## src/rtl/cpu_program_driver.sv

```systemverilog
// Program driver for the lab CPU: fetches instruction words from a synchronous-read
// program memory and hands them one at a time to the CPU's load/start/wait handshake.
module cpu_program_driver #(
   parameter int          ADDR_W    = 4,
   parameter logic [15:0] HALT_WORD = 16'hE000,
   parameter logic [7:0]  TIMEOUT   = 8'd255
) (
   input  logic              clk,
   input  logic              reset,
   input  logic              start,
   input  logic [ADDR_W:0]   prog_len,
   output logic [ADDR_W-1:0] mem_addr,
   output logic              mem_rd,
   input  logic [15:0]       mem_rdata,
   output logic [15:0]       cpu_in,
   output logic              cpu_load,
   output logic              cpu_s,
   input  logic              cpu_w,
   output logic              busy,
   output logic              done,
   output logic              err,
   output logic [ADDR_W-1:0] pc,
   output logic [ADDR_W:0]   issued
);

   typedef enum logic [3:0] {
      IDLE, FETCH, CAPTURE, ISSUE, START, WAIT_BUSY, WAIT_DONE, DONE, ERR
   } state_t;

   localparam logic [ADDR_W:0]   CNT_ONE = 1;
   localparam logic [ADDR_W-1:0] PC_ONE  = 1;

   state_t              state, state_nxt;
   logic [7:0]          tmo_cnt, tmo_nxt;
   logic [ADDR_W-1:0]   pc_nxt;
   logic [ADDR_W:0]     issued_nxt;
   logic [ADDR_W:0]     pc_plus1;
   logic [15:0]         cpu_in_nxt;
   logic                tmo_hit;

   assign pc_plus1 = {1'b0, pc} + CNT_ONE;
   assign tmo_hit  = (tmo_cnt + 8'd1) == TIMEOUT;

   always_comb begin
      state_nxt  = state;
      pc_nxt     = pc;
      issued_nxt = issued;
      cpu_in_nxt = cpu_in;
      tmo_nxt    = tmo_cnt;
      case (state)
         IDLE: begin
            if (start) begin
               if (prog_len == '0) begin
                  state_nxt = DONE;
               end else if (cpu_w) begin
                  state_nxt  = FETCH;
                  pc_nxt     = '0;
                  issued_nxt = '0;
               end
            end
         end
         FETCH:   state_nxt = CAPTURE;
         CAPTURE: begin
            if (mem_rdata == HALT_WORD) begin
               state_nxt = DONE;
            end else begin
               cpu_in_nxt = mem_rdata;
               state_nxt  = ISSUE;
            end
         end
         // issued counts up together with the start pulse it belongs to
         ISSUE: begin
            state_nxt  = START;
            issued_nxt = issued + CNT_ONE;
         end
         START: begin
            state_nxt = WAIT_BUSY;
            tmo_nxt   = '0;
         end
         WAIT_BUSY: begin
            if (!cpu_w) begin
               state_nxt = WAIT_DONE;
               tmo_nxt   = '0;
            end else if (tmo_hit) begin
               state_nxt = ERR;
               tmo_nxt   = TIMEOUT;
            end else begin
               tmo_nxt = tmo_cnt + 8'd1;
            end
         end
         WAIT_DONE: begin
            if (cpu_w) begin
               if (pc_plus1 == prog_len) begin
                  state_nxt = DONE;
               end else begin
                  pc_nxt    = pc + PC_ONE;
                  state_nxt = FETCH;
               end
            end else if (tmo_hit) begin
               state_nxt = ERR;
               tmo_nxt   = TIMEOUT;
            end else begin
               tmo_nxt = tmo_cnt + 8'd1;
            end
         end
         DONE: begin
            if (!start) state_nxt = IDLE;
         end
         ERR:     state_nxt = ERR;
         default: state_nxt = IDLE;
      endcase
   end

   // Outputs are decoded from the next state so every one of them is a flop
   always_ff @(posedge clk or negedge reset) begin
      if (!reset) begin
         state    <= IDLE;
         tmo_cnt  <= '0;
         pc       <= '0;
         issued   <= '0;
         cpu_in   <= '0;
         mem_addr <= '0;
         mem_rd   <= 1'b0;
         cpu_load <= 1'b0;
         cpu_s    <= 1'b0;
         busy     <= 1'b0;
         done     <= 1'b0;
         err      <= 1'b0;
      end else begin
         state    <= state_nxt;
         tmo_cnt  <= tmo_nxt;
         pc       <= pc_nxt;
         issued   <= issued_nxt;
         cpu_in   <= cpu_in_nxt;
         if (state_nxt == FETCH) mem_addr <= pc_nxt;
         mem_rd   <= (state_nxt == FETCH);
         cpu_load <= (state_nxt == ISSUE);
         cpu_s    <= (state_nxt == START);
         busy     <= (state_nxt inside {FETCH, CAPTURE, ISSUE, START, WAIT_BUSY, WAIT_DONE});
         done     <= (state_nxt == DONE);
         err      <= (state_nxt == ERR);
      end
   end

endmodule

```

## config.mk

```make
export PLATFORM = sky130hd
export DESIGN_NAME = cpu_program_driver
export DESIGN_NICKNAME = d
export VERILOG_FILES = /design/src/rtl/cpu_program_driver.sv
export SDC_FILE = /design/constraint.sdc
export NUM_CORES = 1
export LEC_CHECK = 0
export CAP_MARGIN = 10
export CORE_MARGIN = 1.5
export CORE_UTILIZATION = 49
export CTS_CLUSTER_SIZE = 25
export DETAILED_ROUTE_END_ITERATION = 6
export PLACE_DENSITY = 0.9
export SYNTH_ARGS = -nofsm -noshare
export SYNTH_HDL_FRONTEND = slang
export SYNTH_SLANG_ARGS = --single-unit
```

## constraint.sdc

```tcl
create_clock -name clk -period 2.9 [get_ports clk]
set_input_delay 0.435 -clock clk [delete_from_list [all_inputs] [get_ports clk]]
set_output_delay 0.435 -clock clk [all_outputs]
set_load 0.01 [all_outputs]
```

==> flow_metrics.env, run 1 <==
export IMPL_status="completed"
export IMPL_post_cts_buffers=0
export IMPL_leakage_nw=1.43
export IMPL_fin_worst_skew_ns=0.00232
export IMPL_dr_max_layer_used="met4"
export IMPL_ys_flop_type="dfrtp_1"
export IMPL_dp_cells=327
export IMPL_startpoint_type="flip-flop"
export IMPL_yosysSeqAreaShare_pct=49.5
export IMPL_rsz0062_at_grt="false"
export IMPL_routed_wl_met2_mm=2.64
export IMPL_nFillCells=361
export IMPL_routed_via_density=5.67
export IMPL_place_congestion=0.818
export IMPL_dp_hpwl_mm=3.69
export IMPL_first_iter_violations=119
export IMPL_final_period_utilization_pct=89.0
export IMPL_ctsHoldBuffers=0
export IMPL_rr_worst_depth=7
export IMPL_syn_area_per_cell_um2=10.9
export IMPL_synth_cells=218
export IMPL_core_rowCount=25
export IMPL_numCtsBuffers=5
export IMPL_maxSlewViolCount=0
export IMPL_setup_tns_ns=0
export IMPL_nets=309
export IMPL_insertion_delay_ns=0.30
export IMPL_crit_type="flip-flop to flip-flop"
export IMPL_irDropWorstVdd_mv=0.622
export IMPL_antenna_found_initial=0
export IMPL_grt_pass1_vias=1912
export IMPL_maxCapViolCount=0
export IMPL_hold_viol=0
export IMPL_synth_nets=247
export IMPL_critical_path_slowest_cell="or4_4"
export IMPL_total_power_mw=3.18
export IMPL_drc=0
export IMPL_ys_top_cells_by_count="dfrtp_1 (47), o21ai_0 (19), nand2_1 (13)"
export IMPL_core_area_um2=4690
export IMPL_relSlewSlack_pct=30.8
export IMPL_worst_pin_slew_ns=1.04
export IMPL_ys_warn_count=0
export IMPL_avgRoutedWirePerCell_um=15.7
export IMPL_worst_r2r_setup_slack_ns=0.32
export IMPL_diodes=0
export IMPL_setup_viol=0
export IMPL_firstDrtPassIters=4
export IMPL_synth_edf_count=0
export IMPL_cts_tree="done"
export IMPL_yosysMostFrequentCell="dfrtp_1"
export IMPL_hold_worst_slack_ns=0.313
export IMPL_drt_wl_total_mm=5.25
export IMPL_r2r_start="tmo_cnt[0]"
export IMPL_ant_nets=0
export IMPL_worstReg2RegEnd="cpu_in[14]"
export IMPL_power_density_nw_per_um2=1020
export IMPL_clk_pin_slew_ns=0.09
export IMPL_drive_above_1_share_pct=13.2
export IMPL_ys_top_cells_by_area="dfrtp_1 (49%), mux2_4 (5.7%), o21ai_0 (4.0%), mux2_2 (3.3%), xnor2_1 (2.9%)"
export IMPL_io_pins=60
export IMPL_async_flop_share_pct=100
export IMPL_io_buffers=59
export IMPL_synth_seq_cells=47
export IMPL_cp_required_ns=3.09
export IMPL_ctsResizeCount=0
export IMPL_cts_htree_levels=2
export IMPL_grt_pass1_wl_mm=9.02
export IMPL_cts_buffer_depth=2
export IMPL_max_freq_mhz=387
export IMPL_crit_arrival_ns=2.77
export IMPL_vias=1901
export IMPL_gr_total_overflow=0
export IMPL_worstPathCellList="ha_1 > xnor2_1 > or4_4 > a211oi_2 > inv_2 > nand3b_4 > mux2_2"
export IMPL_yosys_area_top_type_share_pct=49.5
export IMPL_endpoint_kind="flip-flop"
export IMPL_grt_max_degree=48
export IMPL_cts_root_buf="clkbuf_8"
export IMPL_synth_distinct_cells=44
export IMPL_die_area_um2=5280
export IMPL_cts_sinks=47
export IMPL_period_minus_slack_ns=2.58
export IMPL_cp_slowest_stage_delay_ns=0.55
export IMPL_die_w_um=72.6
export IMPL_path_max_fanout=17
export IMPL_wl_met1_mm=2.27
export IMPL_synth_area_um2=2380
export IMPL_synth_top_cell_by_area="dfrtp_1"
export IMPL_die_h_um=72.6
export IMPL_post_route_util_pct=66.7
export IMPL_syn2layout_area_growth_pct=31.6
export IMPL_hp_class="primary input to async pin"
export IMPL_initial_core_util_pct=50.6
export IMPL_wl_met3_um=224
export IMPL_grt_use_total_pct=21.9
export IMPL_fin_cells=335
==> metrics by stage <==
stage               worst slack, ns  cell area [µm²]
finish                        0.318             3130
global route                  0.203             3130
CTS                           0.338             3130
detailed placement            0.298             3010
global placement              0.368             3010
floorplan                     0.473             2380
==> report_power, final <==
group	leakage (nW)	internal (mW)	switching, mW
Clock	0.0612	0.279	0.220
Combinational	0.765	0.882	0.682
Sequential	0.600	0.906	0.210
==> area by class of cell <==
class,count,area [µm²],share of cell area (%)
Multi-Input combinational cell,154,1120,35.8
Clock buffer,6,82.6,2.64
Timing Repair Buffer,62,608,19.4
Tap cell,54,67.6,2.16
Inverter,10,37.5,1.20
Clock inverter,2,35.0,1.12
Sequential cell,47,1180,37.6
==> registers in the layout (all words and copies together), names as in the netlist <==
signal / cells
mem_rd: 1
issued: 5
err: 1
state: 4
busy: 1
pc: 4
cpu_load: 1
cpu_s: 1
done: 1
mem_addr: 4
cpu_in: 16
tmo_cnt: 8
==> layer usage <==
metal | up-vias | GRT usage, %
met5 | - | 0
met4 | 0 | 8.60
met3 | 13 | 4.28
met2 | 60 | 36.0
met1 | 921 | 28.7
li1 | 907 | -
==> critical path: cells and delay by family, from the launching register on <==
kind	cells	cell delay, ns
simple gates	2	0.80
flops	1	0.45
mux	1	0.38
compound gates	1	0.34
fa+ha+maj	1	0.27
xor+xnor	1	0.14
buf+inv	1	0.09
==> cell families after synthesis <==
family / Yosys count / share of synthesized area (%)
AOI/OAI and AO/OA: 46 / 13.1
adders and majority gates: 4 / 2.11
and+or+nand+nor: 72 / 16.9
muxes: 19 / 10.3
buffers and inverters: 17 / 3.32
xor gates and xnor gates: 13 / 4.79
DFF: 47 / 49.5
==> worst max-delay path by stage <==
stage,from,endpoint,cells past startpoint
floorplan,tmo_cnt[0],cpu_in[0],9
global placement,mem_rdata[3],cpu_in[10],7
detailed placement,mem_rdata[3],cpu_in[14],7
CTS,tmo_cnt[0],cpu_in[14],7
global route,tmo_cnt[0],cpu_in[14],7
finish,tmo_cnt[0],cpu_in[14],7
==> placed cells by master, fill, tap and decap left out, types with 7 or more instances in the layout <==
| cell | synthesis | final |
|---|---|---|
| mux2_4 | 9 | 9 |
| and3_1 | 9 | 9 |
| nor2_1 | 11 | 11 |
| nand2_1 | 13 | 13 |
| clkdlybuf4s50_1 | 0 | 58 |
| dfrtp_1 | 47 | 47 |
| o21ai_0 | 19 | 19 |
| nand3_1 | 11 | 11 |
| xnor2_1 | 8 | 8 |
| mux2_2 | 7 | 7 |
| inv_1 | 9 | 9 |
Power figures use the tool's default switching activity.
==> run 2, diff against run 1 <==
Settings changed: CAP_MARGIN 10 to default, GPL_TIMING_DRIVEN from default to 0, TNS_END_PERCENT from default to 10.
==> run 2 against run 1 <==
Compared with the run above:
- register-to-register slack got worse by 0.07 ns
- sequential share of layout area about the same
- highest routed layer unchanged
- cell count increased by 0.90%
- combinational power increased by 3%
- critical path type unchanged
- count of clock-buffer cells in the layout unchanged
- maximum frequency decreased by 2.7%
- largest cell class unchanged
- first-iteration DRC count decreased by 62%
- global-route usage decreased by 0.45 points
- critical path depth increased by 2
==> flow_metrics.env, run 2 (same netlist as run 1, synthesis figures left out) <==
export IMPL_dp_hpwl_mm=3.72
export IMPL_max_freq_mhz=377
export IMPL_firstDrtPassIters=4
export IMPL_grt_pass1_vias=1816
export IMPL_cts_buffer_depth=2
export IMPL_rsz0062_at_grt="false"
export IMPL_insertion_delay_ns=0.30
export IMPL_io_pins=60
export IMPL_ctsResizeCount=0
export IMPL_core_rowCount=25
export IMPL_fin_worst_skew_ns=0.00757
export IMPL_endpoint_kind="flip-flop"
export IMPL_cp_required_ns=3.09
export IMPL_ant_nets=0
export IMPL_path_common_cell="buf_6"
export IMPL_grt_max_degree=37
export IMPL_worst_pin_slew_ns=0.564
export IMPL_core_area_um2=4690
export IMPL_final_common_cell="clkdlybuf4s50_1"
export IMPL_hp_class="primary input to async pin"
export IMPL_die_area_um2=5280
export IMPL_largest_reg_flops=16
export IMPL_cts_htree_levels=2
export IMPL_setup_viol=0
export IMPL_first_iter_violations=45
export IMPL_layout_common_cells="clkdlybuf4s50_1 (57), dfrtp_1 (47), o21ai_0 (19)"
export IMPL_crit_type="flip-flop to flip-flop"
export IMPL_final_period_utilization_pct=91.5
export IMPL_clk_pin_slew_ns=0.08
export IMPL_post_cts_buffers=0
export IMPL_numCtsBuffers=5
export IMPL_cp_slowest_stage_delay_ns=0.48
export IMPL_maxCapViolCount=0
export IMPL_path_max_fanout=10
export IMPL_nets=313
export IMPL_status="completed"
export IMPL_gr_total_overflow=0
export IMPL_avgRoutedWirePerCell_um=15.2
export IMPL_power_density_nw_per_um2=992
export IMPL_crit_arrival_ns=2.85
export IMPL_antenna_found_initial=0
export IMPL_worstPathCellList="ha_1 > xnor2_1 > or4_4 > buf_6 > a211oi_2 > inv_2 > nand3b_4 > buf_6 > mux2_4"
export IMPL_grt_pass1_wl_mm=8.66
export IMPL_drt_wl_total_mm=5.14
export IMPL_cts_tree="done"
export IMPL_irDropWorstVdd_mv=0.668
export IMPL_period_minus_slack_ns=2.65
export IMPL_initial_core_util_pct=50.6
export IMPL_vias=1899
export IMPL_syn2layout_area_growth_pct=31.6
export IMPL_hold_viol=0
export IMPL_critical_path_slowest_cell="or4_4"
export IMPL_grt_use_total_pct=21.5
export IMPL_routed_via_density=5.62
export IMPL_setup_tns_ns=0
export IMPL_die_w_um=72.6
export IMPL_die_h_um=72.6
export IMPL_cts_root_buf="clkbuf_8"
export IMPL_drc=0
export IMPL_cts_sinks=47
export IMPL_io_buffers=58
export IMPL_startpoint_type="flip-flop"
export IMPL_place_congestion=0.810
export IMPL_diodes=0
export IMPL_ctsHoldBuffers=0
export IMPL_largest_register="cpu_in"
export IMPL_leakage_nw=1.42
export IMPL_post_route_util_pct=66.6
export IMPL_relSlewSlack_pct=62.0
export IMPL_drive_above_1_share_pct=12.7
export IMPL_reg_largest_list="cpu_in x16, tmo_cnt x8, issued x5"
export IMPL_maxSlewViolCount=0
[run 2: path summary, 6_finish.rpt]
check	start	to	slack, ns	cells after the start
worst max-delay path	tmo_cnt[0]	cpu_in[3]	0.25	9
worst min-delay path	reset	cpu_in[0]	0.004	1
worst max register to register	tmo_cnt[0]	cpu_in[3]	0.25	9
worst min register to register	mem_addr[0]	mem_addr[0]	0.49	1
max in group asynchronous	reset	state[3]	2.41	2
min in group clk	mem_addr[0]	mem_addr[0]	0.49	1
[run 2: routing by layer]
metal / vias to the layer above / global-route usage, % / share of wire (%) / wire length [µm]
li1: 906 / - / - / -
met1: 931 / 26.9 / 45 / 2320
met2: 54 / 36.3 / 49 / 2510
met3: 8 / 4.83 / 4.0 / 204
met4: 0 / 8.18 / 1.9 / 98
met5: - / 0 / 0 / 0
[run 2: final cells by class]
class	instances	area [µm²]
Clock buffer	6	82.6
Timing Repair Buffer	59	596
Tap cell	54	67.6
Sequential cell	47	1180
Inverter	10	37.5
Fill cell	363	1570
Multi-Input combinational cell	154	1120
Clock inverter	1	5.00
Buffer	7	41.3
[run 2: critical path, delay by kind of cell (launching register included)]
family / cells / cell delay [ns]
buffers and inverters: 3 / 0.44
multiplexers: 1 / 0.32
AO/OA/AOI/OAI: 1 / 0.28
XOR/XNOR: 1 / 0.15
AND/OR/NAND/NOR: 2 / 0.63
adder cells (fa/ha/maj): 1 / 0.27
flip-flops: 1 / 0.44
[run 2: per-stage QoR]
| step | std cells | power (mW) | setup slack [ns] | hold WS, ns | cell area, µm² |
|---|---|---|---|---|---|
| floorplan | 218 | 2.05 | 0.473 | 0.139 | 2380 |
| global route | 338 | 3.29 | 0.117 | 0.0217 | 3130 |
| global placement | 330 | 2.64 | 0.161 | 0.470 | 3020 |
| finish | 338 | 3.10 | 0.245 | 0.00428 | 3130 |
| detailed placement | 331 | 2.70 | 0.234 | 0.337 | 3040 |
| CTS | 338 | 3.11 | 0.243 | 0.00661 | 3130 |
[run 2: power by group]
part           internal, mW  total, mW  switching, mW  leakage [nW]
clock                 0.187      0.402          0.214        0.0470
combinational         0.900       1.60          0.699         0.775
sequential            0.906       1.10          0.193         0.600
==> run 3, diff against run 2 <==
Settings changed: CORE_MARGIN 1.5 to 2.
==> run 3 against run 2 <==
Compared with the run above:
- flip-flop and latch count did not move
- global-route usage shrank 0.092 points
- worst hold slack improved by 0.073 ns
- clock skew hardly changed
- first-iteration DRC count rose by 80%
- sequential share of layout area fell by 0.30 points
- sequential power about the same
- critical path type unchanged
- critical endpoint is now cpu_in[1]
==> flow_metrics.env, run 3 (same netlist as run 1, synthesis figures left out) <==
export IMPL_path_common_cell="buf_6"
export IMPL_cp_top_family="simple AND/OR/NAND/NOR gates"
export IMPL_final_common_cell="clkdlybuf4s50_1"
export IMPL_io_pins=60
export IMPL_cts_htree_levels=2
export IMPL_worstReg2RegEnd="cpu_in[1]"
export IMPL_cts_sinks=47
export IMPL_fin_worst_skew_ns=0.00797
export IMPL_irDropWorstVdd_mv=0.605
export IMPL_nets=313
export IMPL_place_congestion=0.812
export IMPL_switchingPower_mw=1.13
export IMPL_cts_root_buf="clkbuf_8"
export IMPL_startpoint_type="flip-flop"
export IMPL_r2r_start="tmo_cnt[0]"
export IMPL_drive_above_1_share_pct=13.0
export IMPL_die_w_um=73.6
export IMPL_largest_reg_flops=16
export IMPL_firstDrtPassIters=4
export IMPL_routed_via_density=5.55
export IMPL_crit_arrival_ns=2.83
export IMPL_worstPathCellList="ha_1 > xnor2_1 > or4_4 > buf_6 > a211oi_2 > inv_2 > nand3b_4 > buf_6 > mux2_4"
export IMPL_crit_type="flip-flop to flip-flop"
export IMPL_dp_cells=331
export IMPL_syn2layout_area_growth_pct=32.6
export IMPL_leakage_nw=1.43
export IMPL_p_sw_share_pct=35.3
export IMPL_clk_pin_slew_ns=0.09
export IMPL_drc=0
export IMPL_setup_viol=0
export IMPL_postPlaceCellArea_um2=3040
export IMPL_power_density_nw_per_um2=1010
export IMPL_worst_pin_slew_ns=0.520
export IMPL_cts_tree="done"
export IMPL_crit_buf_inv=3
export IMPL_hold_viol=0
export IMPL_numCtsBuffers=5
export IMPL_post_cts_buffers=0
export IMPL_worst_r2r_setup_slack_ns=0.26
export IMPL_period_minus_slack_ns=2.64
export IMPL_endpoint_kind="flip-flop"
export IMPL_rr_worst_depth=9
export IMPL_vias=1883
export IMPL_diodes=0
export IMPL_antenna_found_initial=0
export IMPL_reg_largest_list="cpu_in x16, tmo_cnt x8, issued x5"
export IMPL_grt_use_total_pct=21.4
export IMPL_fin_area_um2=3150
export IMPL_combPwrFrac_pct=50.6
export IMPL_fin_cells=339
export IMPL_avgRoutedWirePerCell_um=15.5
export IMPL_internal_power_mw=2.06
export IMPL_core_area_um2=4690
export IMPL_die_area_um2=5420
export IMPL_grt_pass1_vias=1871
export IMPL_ctsResizeCount=0
export IMPL_critical_path_slowest_cell="or4_4"
export IMPL_ant_nets=0
export IMPL_seqPwrFrac_pct=34.5
export IMPL_nFillCells=377
export IMPL_crit_cells=9
export IMPL_core_rowCount=25
export IMPL_setup_tns_ns=0
export IMPL_regArea_um2=1180
export IMPL_cp_slowest_stage_delay_ns=0.48
export IMPL_cts_buffer_depth=2
export IMPL_maxCapViolCount=0
export IMPL_io_buffers=58
export IMPL_largest_register="cpu_in"
export IMPL_relSlewSlack_pct=65.0
export IMPL_final_period_utilization_pct=91.1
export IMPL_power_share_clock_pct=14.9
export IMPL_grt_max_degree=28
export IMPL_path_max_fanout=10
export IMPL_cp_required_ns=3.09
export IMPL_initial_core_util_pct=50.6
export IMPL_maxSlewViolCount=0
export IMPL_grt_pass1_wl_mm=8.80
export IMPL_first_iter_violations=81
export IMPL_insertion_delay_ns=0.30
export IMPL_hp_class="primary input to async pin"
export IMPL_status="completed"
export IMPL_multiInputGateArea_um2=1120
export IMPL_drt_wl_total_mm=5.26
export IMPL_max_freq_mhz=379
export IMPL_rsz0062_at_grt="false"
export IMPL_layout_common_cells="clkdlybuf4s50_1 (57), dfrtp_1 (47), o21ai_0 (19)"
export IMPL_die_h_um=73.6
export IMPL_gr_total_overflow=0
export IMPL_dp_hpwl_mm=3.89
export IMPL_ctsHoldBuffers=0
-- run 3: worst max path at each step --
| stage | from | endpoint | slack [ns] |
|---|---|---|---|
| 6_report | tmo_cnt[0] | cpu_in[1] | 0.26 |
| 5_1_grt | tmo_cnt[0] | cpu_in[1] | 0.11 |
| 4_1_cts | tmo_cnt[0] | cpu_in[1] | 0.25 |
| 3_5_place_dp | tmo_cnt[0] | cpu_in[4] | 0.25 |
| 3_3_place_gp | reset | mem_rd | 0.15 |
| 2_1_floorplan | tmo_cnt[0] | cpu_in[0] | 0.47 |
-- run 3: cell type report --
| class | instances | share of cell area (%) |
|---|---|---|
| inverter | 10 | 1.19 |
| buffer | 7 | 1.31 |
| tap | 54 | 2.14 |
| multi-input combinational | 154 | 35.6 |
| timing repair buffer | 59 | 18.9 |
| sequential | 47 | 37.3 |
| clock inverter | 3 | 1.39 |
| clock buffer | 5 | 2.18 |
-- run 3: through the flow --
step / setup WS (ns) / utilization (%) / power, mW / hold slack (ns)
detailed placement: 0.247 / 64.8 / 2.72 / 0.427
global placement: 0.152 / 64.5 / 2.64 / 0.475
CTS: 0.248 / 67.2 / 3.21 / 0.0902
finish: 0.258 / 67.2 / 3.19 / 0.0774
global route: 0.115 / 67.2 / 3.40 / 0.101
floorplan: 0.473 / - / 2.05 / 0.139
-- run 3: metal layers --
metal  part of all wire [%]  vias up  track usage [%]
met4                    1.8        0             8.69
met1                     43      922             26.1
met5                      0        -                0
li1                       -      909                -
met3                    3.4        8             4.94
met2                     51       44             36.3
-- run 3: power groups by stage --
| stage | registers, mW | clock network, mW | logic, mW |
|---|---|---|---|
| 2_1_floorplan | 1.18 | 0 | 0.870 |
| 3_3_place_gp | 1.09 | 0 | 1.55 |
| 3_5_place_dp | 1.10 | 0 | 1.61 |
| 4_1_cts | 1.10 | 0.485 | 1.62 |
| 5_1_grt | 1.13 | 0.516 | 1.75 |
| 6_report | 1.10 | 0.476 | 1.61 |
